### config.mk
export PLATFORM = sky130hd
export DESIGN_NAME = slot_game_ctrl_flat
export DESIGN_NICKNAME = d
export VERILOG_FILES = /design/src/rtl/slot_game_ctrl_if.sv /design/src/rtl/slot_game_ctrl.sv /design/src/flat_wrapper.sv
export SDC_FILE = /design/constraint.sdc
export NUM_CORES = 1
export LEC_CHECK = 0
export CAP_MARGIN = 10
export CORE_ASPECT_RATIO = 2
export CORE_MARGIN = 3
export CORE_UTILIZATION = 45
export CTS_CLUSTER_DIAMETER = 30
export CTS_CLUSTER_SIZE = 14
export DETAILED_ROUTE_END_ITERATION = 10
export PLACE_DENSITY = 0.73
export SYNTH_ARGS = -nofsm -noshare
export SYNTH_HDL_FRONTEND = slang
export SYNTH_SLANG_ARGS = --single-unit
export TNS_END_PERCENT = 1
### constraint.sdc
create_clock -name clk -period 3.5 [get_ports clk]
set_input_delay 0.7 -clock clk [delete_from_list [all_inputs] [get_ports clk]]
set_output_delay 0.7 -clock clk [all_outputs]
set_load 0.02 [all_outputs]
### src/rtl/slot_game_ctrl_if.sv
// Ledger request/acknowledge link between the game sequencer and the bank.
interface slot_game_ctrl_if #(
  parameter int unsigned AMT_W = 11
);
  logic             txn_req;
  logic             txn_credit;
  logic [AMT_W-1:0] txn_amt;
  logic             txn_ack;

  modport master (output txn_req, output txn_credit, output txn_amt, input txn_ack);
  modport slave  (input txn_req, input txn_credit, input txn_amt, output txn_ack);
endinterface

### src/rtl/slot_game_ctrl.sv
// Per-game slot machine sequencer: latch bet, debit, spin, settle, evaluate, credit jackpot.
module slot_game_ctrl #(
  parameter int unsigned SPIN_CYCLES   = 1000,
  parameter int unsigned SETTLE_CYCLES = 4,
  parameter int unsigned PAYOUT_MULT   = 10,
  parameter int unsigned BAL_W         = 27,
  parameter int unsigned AMT_W         = 11
) (
  input  logic                 clk,
  input  logic                 rst,
  input  logic                 spin,
  input  logic                 b1,
  input  logic                 b10,
  input  logic                 b50,
  input  logic                 b100,
  input  logic [3:0]           randNum1,
  input  logic [3:0]           randNum2,
  input  logic [3:0]           randNum3,
  input  logic [3:0]           randNum4,
  input  logic [BAL_W-1:0]     balance,
  slot_game_ctrl_if.master     ledger,
  output logic                 reel_en,
  output logic                 busy,
  output logic                 win,
  output logic                 lose,
  output logic                 no_funds,
  output logic [15:0]          games
);

  localparam int unsigned CNT_MAX = (SPIN_CYCLES > SETTLE_CYCLES) ? SPIN_CYCLES : SETTLE_CYCLES;
  localparam int unsigned CNT_W   = $clog2(CNT_MAX + 1);

  typedef enum logic [2:0] {
    S_IDLE, S_CHECK, S_DEBIT, S_SPIN, S_SETTLE, S_EVAL, S_CREDIT, S_DONE
  } state_t;

  state_t           r_state;
  logic             r_spin_d;
  logic [6:0]       r_bet;
  logic [CNT_W-1:0] r_cnt;
  logic [3:0]       r_d1, r_d2, r_d3, r_d4;
  logic             r_jackpot;

  logic             w_spin_edge;
  logic [6:0]       w_bet_sel;
  logic [AMT_W-1:0] w_payout;

  assign w_spin_edge = spin & ~r_spin_d;
  assign w_payout    = AMT_W'(r_bet) * AMT_W'(PAYOUT_MULT);

  always_comb begin
    w_bet_sel = '0;
    if (b100)     w_bet_sel = 7'd100;
    else if (b50) w_bet_sel = 7'd50;
    else if (b10) w_bet_sel = 7'd10;
    else if (b1)  w_bet_sel = 7'd1;
  end

  always_ff @(posedge clk or negedge rst) begin
    if (!rst) begin
      r_state           <= S_IDLE;
      r_spin_d          <= 1'b0;
      r_bet             <= '0;
      r_cnt             <= '0;
      r_d1              <= '0;
      r_d2              <= '0;
      r_d3              <= '0;
      r_d4              <= '0;
      r_jackpot         <= 1'b0;
      ledger.txn_req    <= 1'b0;
      ledger.txn_credit <= 1'b0;
      ledger.txn_amt    <= '0;
      reel_en           <= 1'b0;
      busy              <= 1'b0;
      win               <= 1'b0;
      lose              <= 1'b0;
      no_funds          <= 1'b0;
      games             <= '0;
    end else begin
      r_spin_d <= spin;
      no_funds <= 1'b0;
      case (r_state)
        S_IDLE: begin
          if (w_spin_edge && (w_bet_sel != '0)) begin
            r_bet   <= w_bet_sel;
            busy    <= 1'b1;
            r_state <= S_CHECK;
          end
        end
        S_CHECK: begin
          if (balance < BAL_W'(r_bet)) begin
            no_funds <= 1'b1;
            busy     <= 1'b0;
            r_state  <= S_IDLE;
          end else begin
            ledger.txn_req    <= 1'b1;
            ledger.txn_credit <= 1'b0;
            ledger.txn_amt    <= AMT_W'(r_bet);
            r_state           <= S_DEBIT;
          end
        end
        S_DEBIT: begin
          if (ledger.txn_ack) begin
            ledger.txn_req <= 1'b0;
            reel_en        <= 1'b1;
            r_cnt          <= '0;
            r_state        <= S_SPIN;
          end
        end
        S_SPIN: begin
          // reel_en was raised on entry, so dropping it at count SPIN_CYCLES-1 gives exactly SPIN_CYCLES high cycles
          if (r_cnt == CNT_W'(SPIN_CYCLES - 1)) begin
            reel_en <= 1'b0;
            r_cnt   <= '0;
            r_state <= S_SETTLE;
          end else begin
            r_cnt <= r_cnt + 1'b1;
          end
        end
        S_SETTLE: begin
          if (r_cnt == CNT_W'(SETTLE_CYCLES - 1)) begin
            r_d1    <= randNum1;
            r_d2    <= randNum2;
            r_d3    <= randNum3;
            r_d4    <= randNum4;
            r_state <= S_EVAL;
          end else begin
            r_cnt <= r_cnt + 1'b1;
          end
        end
        S_EVAL: begin
          if ((r_d1 == r_d2) && (r_d2 == r_d3) && (r_d3 == r_d4)) begin
            r_jackpot         <= 1'b1;
            ledger.txn_req    <= 1'b1;
            ledger.txn_credit <= 1'b1;
            ledger.txn_amt    <= w_payout;
            r_state           <= S_CREDIT;
          end else begin
            r_jackpot <= 1'b0;
            r_state   <= S_DONE;
          end
        end
        S_CREDIT: begin
          if (ledger.txn_ack) begin
            ledger.txn_req <= 1'b0;
            r_state        <= S_DONE;
          end
        end
        S_DONE: begin
          win     <= r_jackpot;
          lose    <= ~r_jackpot;
          games   <= games + 16'd1;
          busy    <= 1'b0;
          r_state <= S_IDLE;
        end
        default: begin
          r_state <= S_IDLE;
        end
      endcase
    end
  end

endmodule

### src/flat_wrapper.sv
// flat-port wrapper written by rule: the top's interface ports become plain ports
module slot_game_ctrl_flat 
#(
  parameter int unsigned SPIN_CYCLES   = 1000,
  parameter int unsigned SETTLE_CYCLES = 4,
  parameter int unsigned PAYOUT_MULT   = 10,
  parameter int unsigned BAL_W         = 27,
  parameter int unsigned AMT_W         = 11
)
  (clk, rst, spin, b1, b10, b50, b100, randNum1, randNum2, randNum3, randNum4, balance, reel_en, busy, win, lose, no_funds, games, ledger_txn_req, ledger_txn_credit, ledger_txn_amt, ledger_txn_ack);
  slot_game_ctrl_if #(.AMT_W(AMT_W)) ledger_i ();
  input  logic clk;
  input  logic rst;
  input  logic spin;
  input  logic b1;
  input  logic b10;
  input  logic b50;
  input  logic b100;
  input  logic [3:0] randNum1;
  input  logic [3:0] randNum2;
  input  logic [3:0] randNum3;
  input  logic [3:0] randNum4;
  input  logic [BAL_W-1:0] balance;
  output logic reel_en;
  output logic busy;
  output logic win;
  output logic lose;
  output logic no_funds;
  output logic [15:0] games;
  output wire logic [$bits(ledger_i.txn_req)-1:0] ledger_txn_req;
  output wire logic [$bits(ledger_i.txn_credit)-1:0] ledger_txn_credit;
  output wire logic [$bits(ledger_i.txn_amt)-1:0] ledger_txn_amt;
  input wire logic [$bits(ledger_i.txn_ack)-1:0] ledger_txn_ack;
  assign ledger_txn_req = ledger_i.txn_req;
  assign ledger_txn_credit = ledger_i.txn_credit;
  assign ledger_txn_amt = ledger_i.txn_amt;
  assign ledger_i.txn_ack = ledger_txn_ack;
  slot_game_ctrl #(.SPIN_CYCLES(SPIN_CYCLES), .SETTLE_CYCLES(SETTLE_CYCLES), .PAYOUT_MULT(PAYOUT_MULT), .BAL_W(BAL_W), .AMT_W(AMT_W)) u_core (.clk(clk), .rst(rst), .spin(spin), .b1(b1), .b10(b10), .b50(b50), .b100(b100), .randNum1(randNum1), .randNum2(randNum2), .randNum3(randNum3), .randNum4(randNum4), .balance(balance), .ledger(ledger_i), .reel_en(reel_en), .busy(busy), .win(win), .lose(lose), .no_funds(no_funds), .games(games));
endmodule
==> results_dict.tcl <==
set metrics [dict create \
    status "finished, final reports clean" \
    rows 46 \
    avgSynthCellArea_um2 11.1 \
    tightestPinTransition_ps 1180 \
    drive_gt1_frac 0.125 \
    gp_congestion 0.812 \
    cts_tree "built" \
    drcViolationCount 0 \
    clk_pin_slew_worst_paths_ps 60 \
    coreArea_um2 7940 \
    start_util 0.466 \
    grt_max_degree 52 \
    cts_buffers 9 \
    slew_violations 0 \
    worstSkewPairLatency_ps 330 \
    grt_setup_unrepaired "false" \
    setup_tns_ps 0 \
    power_density_nw_per_um2 709 \
    clk_path_buf_depth 2 \
    worst_r2r_endpoint "u_core.ledger.txn_amt[2]" \
    syn_inst 333 \
    rr_worst_depth 7 \
    cp_max_fo 7 \
    num_vias 2921 \
    instances_no_fill 527 \
    die_area_um2 9410 \
    synth_seq_cells 71 \
    nets 499 \
    area_growth_pct 34.5 \
    setup_viol 0 \
    period_share 0.746 \
    synthArstFlopShare 1.00 \
    clock_skew_ps 7.44 \
    netlist_area_um2 3700 \
    post_cts_resized 0 \
    diodes 0 \
    rrSetupSlack_ps 990 \
    ant_nets 0 \
    wire_per_inst_um 16.0 \
    hold_violations 0 \
    yosysWarnings 0 \
    drt-initial-drc-count 123 \
    finalCriticalPeriod_ps 2610 \
    grt_pass1_vias 2954 \
    fmax_ghz 0.383 \
    arrival_ps 2820 \
    ys_seq_area_frac 0.480 \
    hpwl_um 6520 \
    place_inst 510 \
    worstSetupPathType "input port to register" \
    cts.sinks 71 \
    critPathLaunchType "input port" \
    yosysTopAreaCellShare 0.480 \
    antenna_found_initial 0 \
    power.leakage_nw 2.15 \
    ys.flop_type "dfrtp_1" \
    synth_nets 406 \
    io_pins 85 \
    die_w_um 70.1 \
    die_h_um 134 \
    r2r-start "u_core.r_bet[2]" \
    cts_root_buffer "clkbuf_16" \
    worstPathRequired_ps 3710 \
    via_per_inst 5.54 \
    ir_worst_vdd_uv 388 \
    post-cts-setup-buffers 0 \
    ys_top_cells_by_area "dfrtp_1 48%, ha_1 7.1%, mux2_2 7.0%, xnor2_1 3.6%, nand2_1 2.7%" \
    finish.utilization 0.627 \
    hold_path_class "input port to asynchronous set/reset pin" \
    yosys.area.top_type "dfrtp_1" \
    routed_wl_um 8420 \
    grt_usage 0.186 \
    io_buffer_count 84 \
    worstSetupEndpointType "register" \
    cts_hold_buf 0 \
    max_slew_margin 0.210 \
    grt_overflow 0 \
    synth_cell_types 50 \
    htree_levels 3 \
    synth_edf_count 0 \
    drtPass1Iterations 4 \
    drv_cap 0 \
    grt_pass1_wl_um 13800 \
]
==> cell families after synthesis <==
family / synth area share
and+or+nand+nor: 0.152
DFF: 0.480
AOI/OAI and AO/OA: 0.116
muxes: 0.0967
xor gates and xnor gates: 0.0592
adders and majority gates: 0.0764
buffers and inverters: 0.0196
==> critical path, stage by stage <==
cell and delay [ps]:
clkdlybuf4s50_1 410, ha_1 320, a211oi_1 200, o211ai_1 150
a211oi_2 450, o21ai_2 220, mux2_1 360
==> sequential cells by signal, summed over array words and instances, names as in the netlist <==
| name | flops |
|---|---|
| u_core.games | 16 |
| u_core.ledger.txn_req | 1 |
| u_core.busy | 1 |
| u_core.win | 1 |
| u_core.r_d1 | 4 |
| u_core.r_spin_d | 1 |
| u_core.r_d3 | 4 |
| u_core.r_state | 3 |
| u_core.r_cnt | 10 |
| u_core.r_bet | 6 |
| u_core.ledger.txn_amt | 11 |
| u_core.no_funds | 1 |
| u_core.ledger.txn_credit | 1 |
| u_core.lose | 1 |
| u_core.r_d4 | 4 |
| u_core.reel_en | 1 |
| u_core.r_jackpot | 1 |
| u_core.r_d2 | 4 |
==> placed cells by master (no fill, tap or decap), drive strengths merged, types with 4 or more instances in the layout <==
cell            n
o21ai          19
nand3           7
nor2           19
inv            12
nand2          27
clkdlybuf4s50  83
ha             21
o2111ai         4
o22ai           4
o211ai          4
xor2           10
mux2           30
a21oi          11
dfrtp          71
buf             6
nor4            8
nor2b           4
clkbuf         10
nand2b          4
or4             5
nor3            5
xnor2          15
nand4           9
and3            5
==> area by class of cell <==
| cell class | instances | area (µm²) |
|---|---|---|
| clock buffer | 10 | 239 |
| tap | 96 | 120 |
| multi-input combinational | 243 | 1850 |
| fill | 671 | 2970 |
| clock inverter | 6 | 60.1 |
| inverter | 12 | 45.0 |
| timing repair buffer | 89 | 886 |
| sequential | 71 | 1780 |
==> synthesized netlist by cell type (7+ instances only) <==
master,count
dfrtp_1,71
nand2_1,27
mux2_2,23
ha_1,21
nor2_1,19
xnor2_1,15
o21ai_0,14
inv_1,12
a21oi_1,11
xor2_1,10
nand4_1,9
mux2_1,7
nand3_1,7
nor4_1,7
==> worst max path at each step <==
stage | start | to | cells past startpoint
after global placement | balance[6] | u_core.ledger.txn_amt[1] | 7
after global routing | balance[6] | u_core.ledger.txn_amt[2] | 7
after CTS | balance[6] | u_core.ledger.txn_amt[2] | 7
after detailed placement | balance[6] | u_core.ledger.txn_amt[2] | 7
after floorplan | balance[6] | u_core.ledger.txn_amt[1] | 6
final | balance[6] | u_core.ledger.txn_amt[2] | 7
==> report_power, final <==
part	internal [W]	leakage [nW]	switching [W]
Combinational	0.000673	1.10	0.000765
Sequential	0.00101	0.906	0.000176
Clock	0.000566	0.144	0.000341
Total	0.00225	2.15	0.00128
==> metal layers <==
metal  track usage  share of wire
met4        0.0768          0.014
met5             0              0
met2         0.361           0.58
met1         0.185           0.36
met3        0.0413          0.046
==> through the flow <==
stage	hold WS (ps)	instance area, µm²	total power, W	setup WS (ps)
after floorplan	404	3700	0.00212	1230
after global placement	461	4660	0.00258	612
after detailed placement	480	4660	0.00264	543
after CTS	492	4960	0.00357	897
after global routing	236	4980	0.00376	781
final	224	4980	0.00353	888
(Power assumes the default switching activity.)
